==> src/rtl/prbs_pkg.sv <==
// Shared definitions for the e-link PRBS checker: polynomial taps, lane FSM
// states and fixed counter widths.
package prbs_pkg;

    localparam int DEF_CNT_W    = 32;
    localparam int UNLOCK_CNT_W = 16;

    typedef enum logic [0:0] {
        ST_SEARCH = 1'b0,
        ST_LOCKED = 1'b1
    } lane_state_e;

    // b[n] = b[n-A] xor b[n-B]; A is always the sequence order
    function automatic int prbs_tap_a(input int order);
        case (order)
            7:       return 7;
            15:      return 15;
            23:      return 23;
            31:      return 31;
            default: return order;
        endcase
    endfunction

    function automatic int prbs_tap_b(input int order);
        case (order)
            7:       return 6;
            15:      return 14;
            23:      return 18;
            31:      return 28;
            default: return order - 1;
        endcase
    endfunction

endpackage

==> src/rtl/prbs_lane_check.sv <==
// Single-link self-synchronising PRBS checker: history, predictor, lock FSM,
// run counters and saturating error/good counters.
module prbs_lane_check
    import prbs_pkg::*;
#(
    parameter int LINK_W     = 8,
    parameter int PRBS_ORDER = 7,
    parameter int LOCK_GOOD  = 64,
    parameter int UNLOCK_BAD = 4,
    parameter int CNT_W      = DEF_CNT_W,
    parameter bit ENABLE     = 1'b1
) (
    input  logic                    clock,
    input  logic                    reset_n,
    input  logic [LINK_W-1:0]       data,
    input  logic                    data_valid,
    input  logic                    cnt_clear,
    output logic                    locked,
    output logic                    err,
    output logic [CNT_W-1:0]        good_cnt,
    output logic [CNT_W-1:0]        err_word_cnt,
    output logic [CNT_W-1:0]        err_bit_cnt,
    output logic [UNLOCK_CNT_W-1:0] unlock_cnt
);

    localparam int TAP_A      = prbs_tap_a(PRBS_ORDER);
    localparam int TAP_B      = prbs_tap_b(PRBS_ORDER);
    localparam int WIN_W      = PRBS_ORDER + LINK_W;
    localparam int FILL_WORDS = (PRBS_ORDER + LINK_W - 1) / LINK_W;
    localparam int FILL_W     = $clog2(FILL_WORDS + 1);
    localparam int GR_W       = $clog2(LOCK_GOOD + 1);
    localparam int BR_W       = $clog2(UNLOCK_BAD + 1);
    localparam int POP_W      = $clog2(LINK_W + 1);

    localparam logic [FILL_W-1:0] FILL_LAST_C = FILL_W'(FILL_WORDS);
    localparam logic [GR_W-1:0]   LOCK_LAST   = GR_W'(LOCK_GOOD - 1);
    localparam logic [BR_W-1:0]   UNLOCK_LAST = BR_W'(UNLOCK_BAD - 1);

    lane_state_e             state;
    logic [PRBS_ORDER-1:0]   hist;
    logic [FILL_W-1:0]       fill_cnt;
    logic [GR_W-1:0]         good_run;
    logic [BR_W-1:0]         bad_run;

    logic [WIN_W-1:0]        win;
    logic [LINK_W-1:0]       pred;
    logic [LINK_W-1:0]       diff;
    logic [POP_W-1:0]        mis_bits;
    logic                    zero_run;
    logic                    word_ok;
    logic                    evt;
    logic                    filling;
    logic                    good_word;
    logic                    bad_word;
    logic                    unlock_ev;
    logic [CNT_W:0]          bit_sum;

    // Higher index = older bit; hist[0] is the most recent received bit.
    assign win = {hist, data};

    always_comb begin
        pred     = '0;
        mis_bits = '0;
        for (int p = 0; p < LINK_W; p++) begin
            pred[p] = win[p + TAP_A] ^ win[p + TAP_B];
        end
        diff = data ^ pred;
        for (int p = 0; p < LINK_W; p++) begin
            mis_bits = mis_bits + POP_W'(diff[p]);
        end
    end

    // ORDER consecutive zeros never occur in a real PRBS but satisfy the
    // recursion, so a stuck-at-zero link must still be seen as mismatching.
    assign zero_run  = (win[PRBS_ORDER-1:0] == '0);
    assign word_ok   = (diff == '0) && !zero_run;
    assign evt       = ENABLE && data_valid;
    assign filling   = (fill_cnt < FILL_LAST_C);
    assign good_word = evt && !filling && (state == ST_LOCKED) && word_ok;
    assign bad_word  = evt && !filling && (state == ST_LOCKED) && !word_ok;
    assign unlock_ev = bad_word && (bad_run == UNLOCK_LAST);
    assign bit_sum   = {1'b0, err_bit_cnt} + (CNT_W+1)'(mis_bits);

    always_ff @(posedge clock or negedge reset_n) begin
        if (!reset_n) begin
            state    <= ST_SEARCH;
            locked   <= 1'b0;
            err      <= 1'b0;
            hist     <= '0;
            fill_cnt <= '0;
            good_run <= '0;
            bad_run  <= '0;
        end else begin
            err <= 1'b0;
            if (evt) begin
                hist <= win[PRBS_ORDER-1:0];
                if (filling) begin
                    fill_cnt <= fill_cnt + 1'b1;
                end else if (state == ST_SEARCH) begin
                    if (!word_ok) begin
                        good_run <= '0;
                    end else if (good_run == LOCK_LAST) begin
                        good_run <= good_run + 1'b1;
                        bad_run  <= '0;
                        state    <= ST_LOCKED;
                        locked   <= 1'b1;
                    end else begin
                        good_run <= good_run + 1'b1;
                    end
                end else begin
                    if (word_ok) begin
                        bad_run <= '0;
                    end else begin
                        err <= 1'b1;
                        if (bad_run == UNLOCK_LAST) begin
                            bad_run  <= '0;
                            good_run <= '0;
                            fill_cnt <= '0;
                            state    <= ST_SEARCH;
                            locked   <= 1'b0;
                        end else begin
                            bad_run <= bad_run + 1'b1;
                        end
                    end
                end
            end
        end
    end

    // Clear wins over any increment but leaves the FSM and runs alone.
    always_ff @(posedge clock or negedge reset_n) begin
        if (!reset_n) begin
            good_cnt     <= '0;
            err_word_cnt <= '0;
            err_bit_cnt  <= '0;
            unlock_cnt   <= '0;
        end else if (cnt_clear) begin
            good_cnt     <= '0;
            err_word_cnt <= '0;
            err_bit_cnt  <= '0;
            unlock_cnt   <= '0;
        end else begin
            if (good_word && !(&good_cnt)) begin
                good_cnt <= good_cnt + 1'b1;
            end
            if (bad_word) begin
                if (!(&err_word_cnt)) begin
                    err_word_cnt <= err_word_cnt + 1'b1;
                end
                err_bit_cnt <= bit_sum[CNT_W] ? '1 : bit_sum[CNT_W-1:0];
            end
            if (unlock_ev && !(&unlock_cnt)) begin
                unlock_cnt <= unlock_cnt + 1'b1;
            end
        end
    end

endmodule

==> config.mk <==
export PLATFORM = sky130hd
export DESIGN_NAME = prbs_lane_check
export DESIGN_NICKNAME = d
export VERILOG_FILES = /design/src/rtl/prbs_pkg.sv /design/src/rtl/prbs_lane_check.sv
export SDC_FILE = /design/constraint.sdc
export NUM_CORES = 1
export LEC_CHECK = 0
export ABC_AREA = 1
export CORE_MARGIN = 1.5
export CORE_UTILIZATION = 34
export DETAILED_ROUTE_END_ITERATION = 10
export GPL_TIMING_DRIVEN = 0
export SLEW_MARGIN = 20
export SYNTH_ARGS = -nofsm -noshare
export SYNTH_HDL_FRONTEND = slang
export SYNTH_SLANG_ARGS = --single-unit
==> constraint.sdc <==
create_clock -name clock -period 11.4 [get_ports clock]
set_input_delay 2.28 -clock clock [delete_from_list [all_inputs] [get_ports clock]]
set_output_delay 2.28 -clock clock [all_outputs]
set_load 0.02 [all_outputs]
* Word level (Yosys, flattened, before mapping) *
Cells that the tools add are included.

storage, ports and cells
  output and inout port bits = 114
  register bits after elaboration = 133
  input bits = 12
  word-level logic and storage cells = 109

operators by class
  $add $sub $neg = 14
  magnitude comparators = 1
  bitwise logic cells = 10
  reduce and logical (&&, ||, !) cells = 32
  mux-type cells = 35
  equal/unequal tests = 6

operators by type and width
  kind                                                  count
  two-way mux 32 bit                                    8
  adder 32 x 1 -> 32 bit (second input constant)        2
  AND reduction 32 bit                                  2
  adder 32 x 4 -> 33 bit                                1
  two-way mux 16 bit                                    2
  two-way mux 7 bit                                     4
  adder 16 x 1 -> 16 bit (second input constant)        1
  adder 4 x 1 -> 4 bit                                  4
  two-way mux 1 bit                                     16
  AND reduction 16 bit                                  1
  nonzero test 2 bit                                    8
  two-way mux 3 bit                                     5
  AND reduction 4 bit                                   3
  logical AND 1 bit                                     8
  logical NOT 8 bit                                     1
  bitwise XOR 1 bit                                     8
  bitwise XOR 8 bit                                     1
  adder 7 x 1 -> 7 bit (second input constant)          1
  equality test 7 x 6 -> 1 bit (second input constant)  1
  logical NOT 7 bit                                     1
  AND reduction 6 bit                                   1
  logical NOT 1 bit                                     5
  adder 3 x 1 -> 4 bit                                  1
  != test 2 x 1 -> 1 bit (second input constant)        2
  other kinds (9)                                       11

* Logic depth before layout (Yosys ltp) *
  depth after elaboration = 13
  gate-level depth with buffers = 24

* Least setup slack after synthesis *
No wires, ideal clock.

  kind = input-to-reg
  start point = input data[0]
  end point = register err_bit_cnt[15]
  slack = 5687 ps
  setup time = 126 ps
  buffers on the path = 1
  stages on the path = 22
  arrival = 5587 ps
  cells stage by stage = inv_1 > nand2_1 > nand2_1 > nand2_1 > nand2_1 > fa_1 > fa_1 > fa_1 > fa_1 > inv_1 > fa_1 > inv_1 > nor2_1 > nor2_1 > inv_1 > nand2_1 > nor2_1 > nand3_1 > buf_2 > o21ai_0 > nand2_1 > o21ai_0

between the ends
  word-level cells in the longest chain between the ends = 12

ends and longest elaborated chain
  item                                RTL line                RTL
  start: declaration                  prbs_lane_check.sv:15   input logic [LINK_W-1:0] data,
  bitwise XOR 8 bit                   prbs_lane_check.sv:67   diff = data ^ pred;
  adder 1 x 1 -> 2 bit                prbs_lane_check.sv:69   mis_bits = mis_bits + POP_W'(diff[p]);
  adder 2 x 1 -> 3 bit                prbs_lane_check.sv:69
  adder 3 x 1 -> 4 bit                prbs_lane_check.sv:69
  adder 4 x 1 -> 4 bit (4 in series)  prbs_lane_check.sv:69
  adder 32 x 4 -> 33 bit              prbs_lane_check.sv:82   assign bit_sum = {1'b0, err_bit_cnt} + (CNT_W+1)'(mis_bits);
  two-way mux 32 bit                  prbs_lane_check.sv:150  err_bit_cnt <= bit_sum[CNT_W] ? '1 : bit_sum[CNT_W-1:0];
  two-way mux 32 bit                  prbs_lane_check.sv:146  if (bad_word) begin
  two-way mux 32 bit                  prbs_lane_check.sv:137  end else if (cnt_clear) begin
  end signal: assignment              prbs_lane_check.sv:150
  end: declaration                    prbs_lane_check.sv:22   output logic [CNT_W-1:0] err_bit_cnt,

Several ways; a longest one is shown, not always the timed one. The select of a mux whose other input is x is not followed.
A chain may end at the register's enable or synchronous reset.

* Final worst setup path *
  start point = input data[7]
  end point = register err_bit_cnt[21]

between the ends
  word-level cells in the longest chain between the ends = 13

ends and longest elaborated chain
  item                                RTL line                RTL
  bitwise XOR 1 bit                   prbs_lane_check.sv:65   pred[p] = win[p + TAP_A] ^ win[p + TAP_B];
  bitwise XOR 8 bit (*)               prbs_lane_check.sv:67
  adder 1 x 1 -> 2 bit                prbs_lane_check.sv:69
  adder 2 x 1 -> 3 bit                prbs_lane_check.sv:69
  adder 3 x 1 -> 4 bit                prbs_lane_check.sv:69
  adder 4 x 1 -> 4 bit (4 in series)  prbs_lane_check.sv:69
  adder 32 x 4 -> 33 bit              prbs_lane_check.sv:82
  two-way mux 32 bit                  prbs_lane_check.sv:150
  two-way mux 32 bit                  prbs_lane_check.sv:146
  two-way mux 32 bit                  prbs_lane_check.sv:137

Every way passes the cells marked *; elsewhere a longest branch is shown, timed or not. The select of a mux whose other input is x is not followed.

==> impl_summary.md <==
Global route
Global routing used 3.25% of the available met3 tracks. met2 is the most crowded layer. The wire length of the first global-routing pass is 47400 µm.

The largest net degree at the start of global routing is between 70 and 80. The residual overflow from global routing is 0. The via count of the first global-routing pass is 9006. The overall fraction of global-route tracks in use is between 20% and 30%.

The number of antenna violations at the first check in global routing is 0. The met1 global-route usage is 28.6%. The met2 track demand over resource in global routing is between 30% and 40%.

Finish
The post-route netlist has under 10% of its cells at a drive strength greater than 1. The number of nets in the layout is roughly 1600. Cells fill 43.0% of the core in the end. The antenna diode count is 0. Once layout is complete, the cells apart from fillers number roughly 1900. The most common cell after layout, fill and taps aside is nand2_1. Leaving out fill and tap cells, the most frequent cells in the layout are nand2_1, nor2_1, nand3_1, dfrtp_1, clkdlybuf4s50_1. The area growth from synthesis to layout is 24.5%.

Worst setup path
The arrival time of data at the critical path endpoint is around 6.9 ns. Walking the worst path, the cells encountered are clkdlybuf4s50_1 -> inv_2 -> nand2_1 -> nand2_1 -> nand2_1 -> nand2_1 -> fa_1 -> fa_1 -> fa_1 -> fa_1 -> inv_1 -> fa_1 -> inv_1 -> nor2_1 -> nor2_1 -> inv_1 -> nand2_1 -> nor2_1 -> nand3_1 -> buf_2 -> o21ai_0 -> nand2_1 -> o21ai_0. Among all stages on the critical path, the largest delay is contributed by clkdlybuf4s50_1. The worst setup path is captured at a register. The required arrival time at the worst endpoint is 11.72 ns.

The classification of the worst setup path is in -> reg. The maximum fanout encountered on the critical timing path is 10. The cell that appears most often on the critical path is nand2_1.

On the worst path, the slowest cell contributes a delay of between 0.5 and 0.6 ns. STA classifies the critical path startpoint as an input port.

Yosys
The portion of the post-synthesis area used by sequential elements is between 30% and 40%. The cell count after synthesis is roughly 1400. Yosys printed 0 warnings. After synthesis, the mean cell area works out to between 6 and 7 µm². Counting flops and latches in the post-synthesis netlist gives approximately 130.

The post-synth design cell area is just over 0.009 mm². Counting every net in the synthesized netlist gives about 1400. In this run, distinct cell masters in the synthesized netlist total 41.

Placed design
The final weighted congestion in routability-driven placement is 0.937. The HPWL after detailed placement is around 22000 µm. The post-placement cell count is between 1500 and 2000. The number of port buffers is 124. The placement-stage worst setup slack is between 4 and 5 ns.

STA
The maximum frequency from static timing analysis is around 150 MHz. The total negative slack is 0 ns. The number of hold violations in the final report is 0.

The count of endpoints failing setup in the final report is 0. Setup repair after global routing left no endpoint under its margin. After layout, the worst setup slack is ~4.8 ns. The worst pin sits at a relative slew slack of 57.5%. The worst hold slack after final layout is 0.473 ns. After layout, the minimum clock period comes to 6.61 ns. The final count of pins violating max slew is 0. The measured slew at the worst slew-check pin is roughly 0.64 ns.

Clock skew on the completed layout was measured at ~0.016 ns. The post-route clock period utilization is about three fifths.

Power and ir drop
In this run the power density over the cells is 107 mW/mm². IR analysis of the VDD net gives a maximum drop of 0.0965 mV. The static leakage power is about 5.1 nW.

Die
The starting utilization of the core area is between 30% and 40%. 126 I/O pins were placed. In this run the standard cell core region covers approximately 0.027 mm².

Measured along the y axis, the die boundary spans between 150 and 200 µm. The placement row count is 60. The floorplan step defined a die boundary enclosing approximately 0.028 mm². The die is 169 µm wide.

Clock tree
The number of levels the H-tree was split into is 4. At the later pin of the worst-skew pair, clock insertion delay measures ~0.44 ns. The number of instances resized during post-cts repair is 0. The TritonCTS clock tree is done. The number of clock buffers inserted by TritonCTS is 17. Clock tree synthesis selected as its root buffer the cell clkbuf_16. The largest buffer count on any clock path is 2. Hold repair after CTS inserted 0 buffers. Clock tree synthesis found a total of approximately 130 sinks. The setup fix buffers added after clock tree synthesis is 0. The clock-pin transition on the worst setup and hold timing paths is around 0.060 ns.

Drt
For this block, the initial DRC count from the detailed router was about 600. The routed wire length is between 20000 and 30000 µm. For this run, design rule violations remaining after detail routing come to 0. The average vias per placed instance is between 5 and 6. The detail route stage leaves a number of antenna-violating nets equal to 0. The final route contains roughly 9400 vias.

The number of iterations in the first detailed-routing pass is 5. The wire length per cell after detailed routing is 15.5 µm.

Run status
The run finished with clean final reports.

Run
The max capacitance violation total is 0.

Hold path
The path class of the tightest hold or removal check is reg -> reg.
per-stage QoR:
step	power, mW	instance area (µm²)
3_5_place_dp	0.688	11000
4_1_cts	1.25	11600
6_report	1.24	11600
3_3_place_gp	0.684	11000
2_1_floorplan	0.622	9310
5_1_grt	1.30	11600
final cells by class:
type / instances / area, µm²
Sequential cell: 133 / 3330
Multi-Input combinational cell: 1085 / 5280
Clock inverter: 15 / 155
Buffer: 41 / 260
Timing Repair Buffer: 125 / 1270
Tap cell: 341 / 427
Inverter: 119 / 447
Clock buffer: 17 / 425
Fill cell: 2852 / 15400
worst max-delay path: cells and delay by family:
family	cells	cell delay (ns)
AOI/OAI and AO/OA	2	0.20
and+or+nand+nor	10	1.21
adders and majority gates	5	2.03
buffers and inverters	6	1.20
state kept, by name, summed over array words and instances, names as in the netlist:
| register | count |
|---|---|
| good_cnt | 32 |
| err_word_cnt | 32 |
| err | 1 |
| bad_run | 3 |
| fill_cnt | 1 |
| locked | 1 |
| err_bit_cnt | 32 |
| hist | 7 |
| unlock_cnt | 16 |
| good_run | 7 |
| state | 1 |
metal layers:
layer,share of wire (%),wire length [µm]
met4,1.6,471
met2,46,13400
met5,0,0
met1,48,13900
met3,4.3,1240
cell usage after synthesis:
| library cell | instances | area (µm²) |
|---|---|---|
| nor2_2 | 5 | 31.3 |
| inv_2 | 9 | 33.8 |
| buf_6 | 7 | 78.8 |
| and3_1 | 1 | 6.26 |
| nand4_1 | 30 | 188 |
| o21ai_0 | 31 | 155 |
| nand2_2 | 14 | 87.6 |
| nor4_1 | 1 | 6.26 |
| nor3_2 | 5 | 50.1 |
| inv_1 | 109 | 409 |
| nor2_4 | 4 | 45.0 |
| buf_4 | 8 | 60.1 |
| buf_2 | 6 | 30.0 |
| o22ai_1 | 1 | 6.26 |
| nand2_4 | 4 | 45.0 |
| ha_1 | 11 | 138 |
| nand3_1 | 166 | 831 |
| nor3_1 | 51 | 255 |
| xnor2_1 | 21 | 184 |
| a21o_1 | 3 | 22.5 |
| nor3b_1 | 6 | 45.0 |
| buf_1 | 6 | 22.5 |
| nand3b_1 | 4 | 30.0 |
| dfrtp_1 | 133 | 3330 |
| buf_12 | 1 | 20.0 |
| a21oi_1 | 6 | 30.0 |
| nand4_2 | 1 | 12.5 |
| or2_2 | 3 | 18.8 |
| fa_1 | 5 | 100 |
| clkbuf_1 | 13 | 48.8 |
| nand3_2 | 1 | 10.0 |
| a21boi_0 | 2 | 15.0 |
| a31oi_1 | 1 | 6.26 |
| o21ai_1 | 18 | 90.1 |
| nand2_1 | 464 | 1740 |
| nor4_2 | 1 | 12.5 |
| clkinv_1 | 1 | 3.75 |
| nand4_4 | 1 | 21.3 |
| xor2_1 | 45 | 394 |
| nor2_1 | 177 | 664 |
| nand3_4 | 2 | 35.0 |
final timing paths:
check                      startpoint               to  slack, ns  cells after the start
min in group asynchronous     reset_n   err_bit_cnt[7]       1.75                      1
max                           data[7]  err_bit_cnt[21]       4.79                     23
min reg2reg                  fill_cnt         fill_cnt       0.47                      2
min                          fill_cnt         fill_cnt       0.47                      2
max reg2reg                   hist[0]  err_bit_cnt[21]       6.68                     23
max in group asynchronous     reset_n    unlock_cnt[0]       8.90                      2
cell families (layout without fill, tap and decap cells):
| kind of cell | Yosys count | in the layout | synth area share (%) |
|---|---|---|---|
| buffers and inverters | 160 | 317 | 7.59 |
| adder cells (fa/ha/maj) | 16 | 16 | 2.55 |
| XOR/XNOR | 66 | 66 | 6.21 |
| AND/OR/NAND/NOR | 941 | 941 | 44.4 |
| flip-flops | 133 | 133 | 35.7 |
| AO/OA/AOI/OAI | 62 | 62 | 3.49 |
power breakdown:
group	internal (mW)	switching, mW
logic	0.0623	0.120
registers	0.484	0.0112
clock network	0.323	0.241
total	0.870	0.371
(Power assumes the default switching activity.)
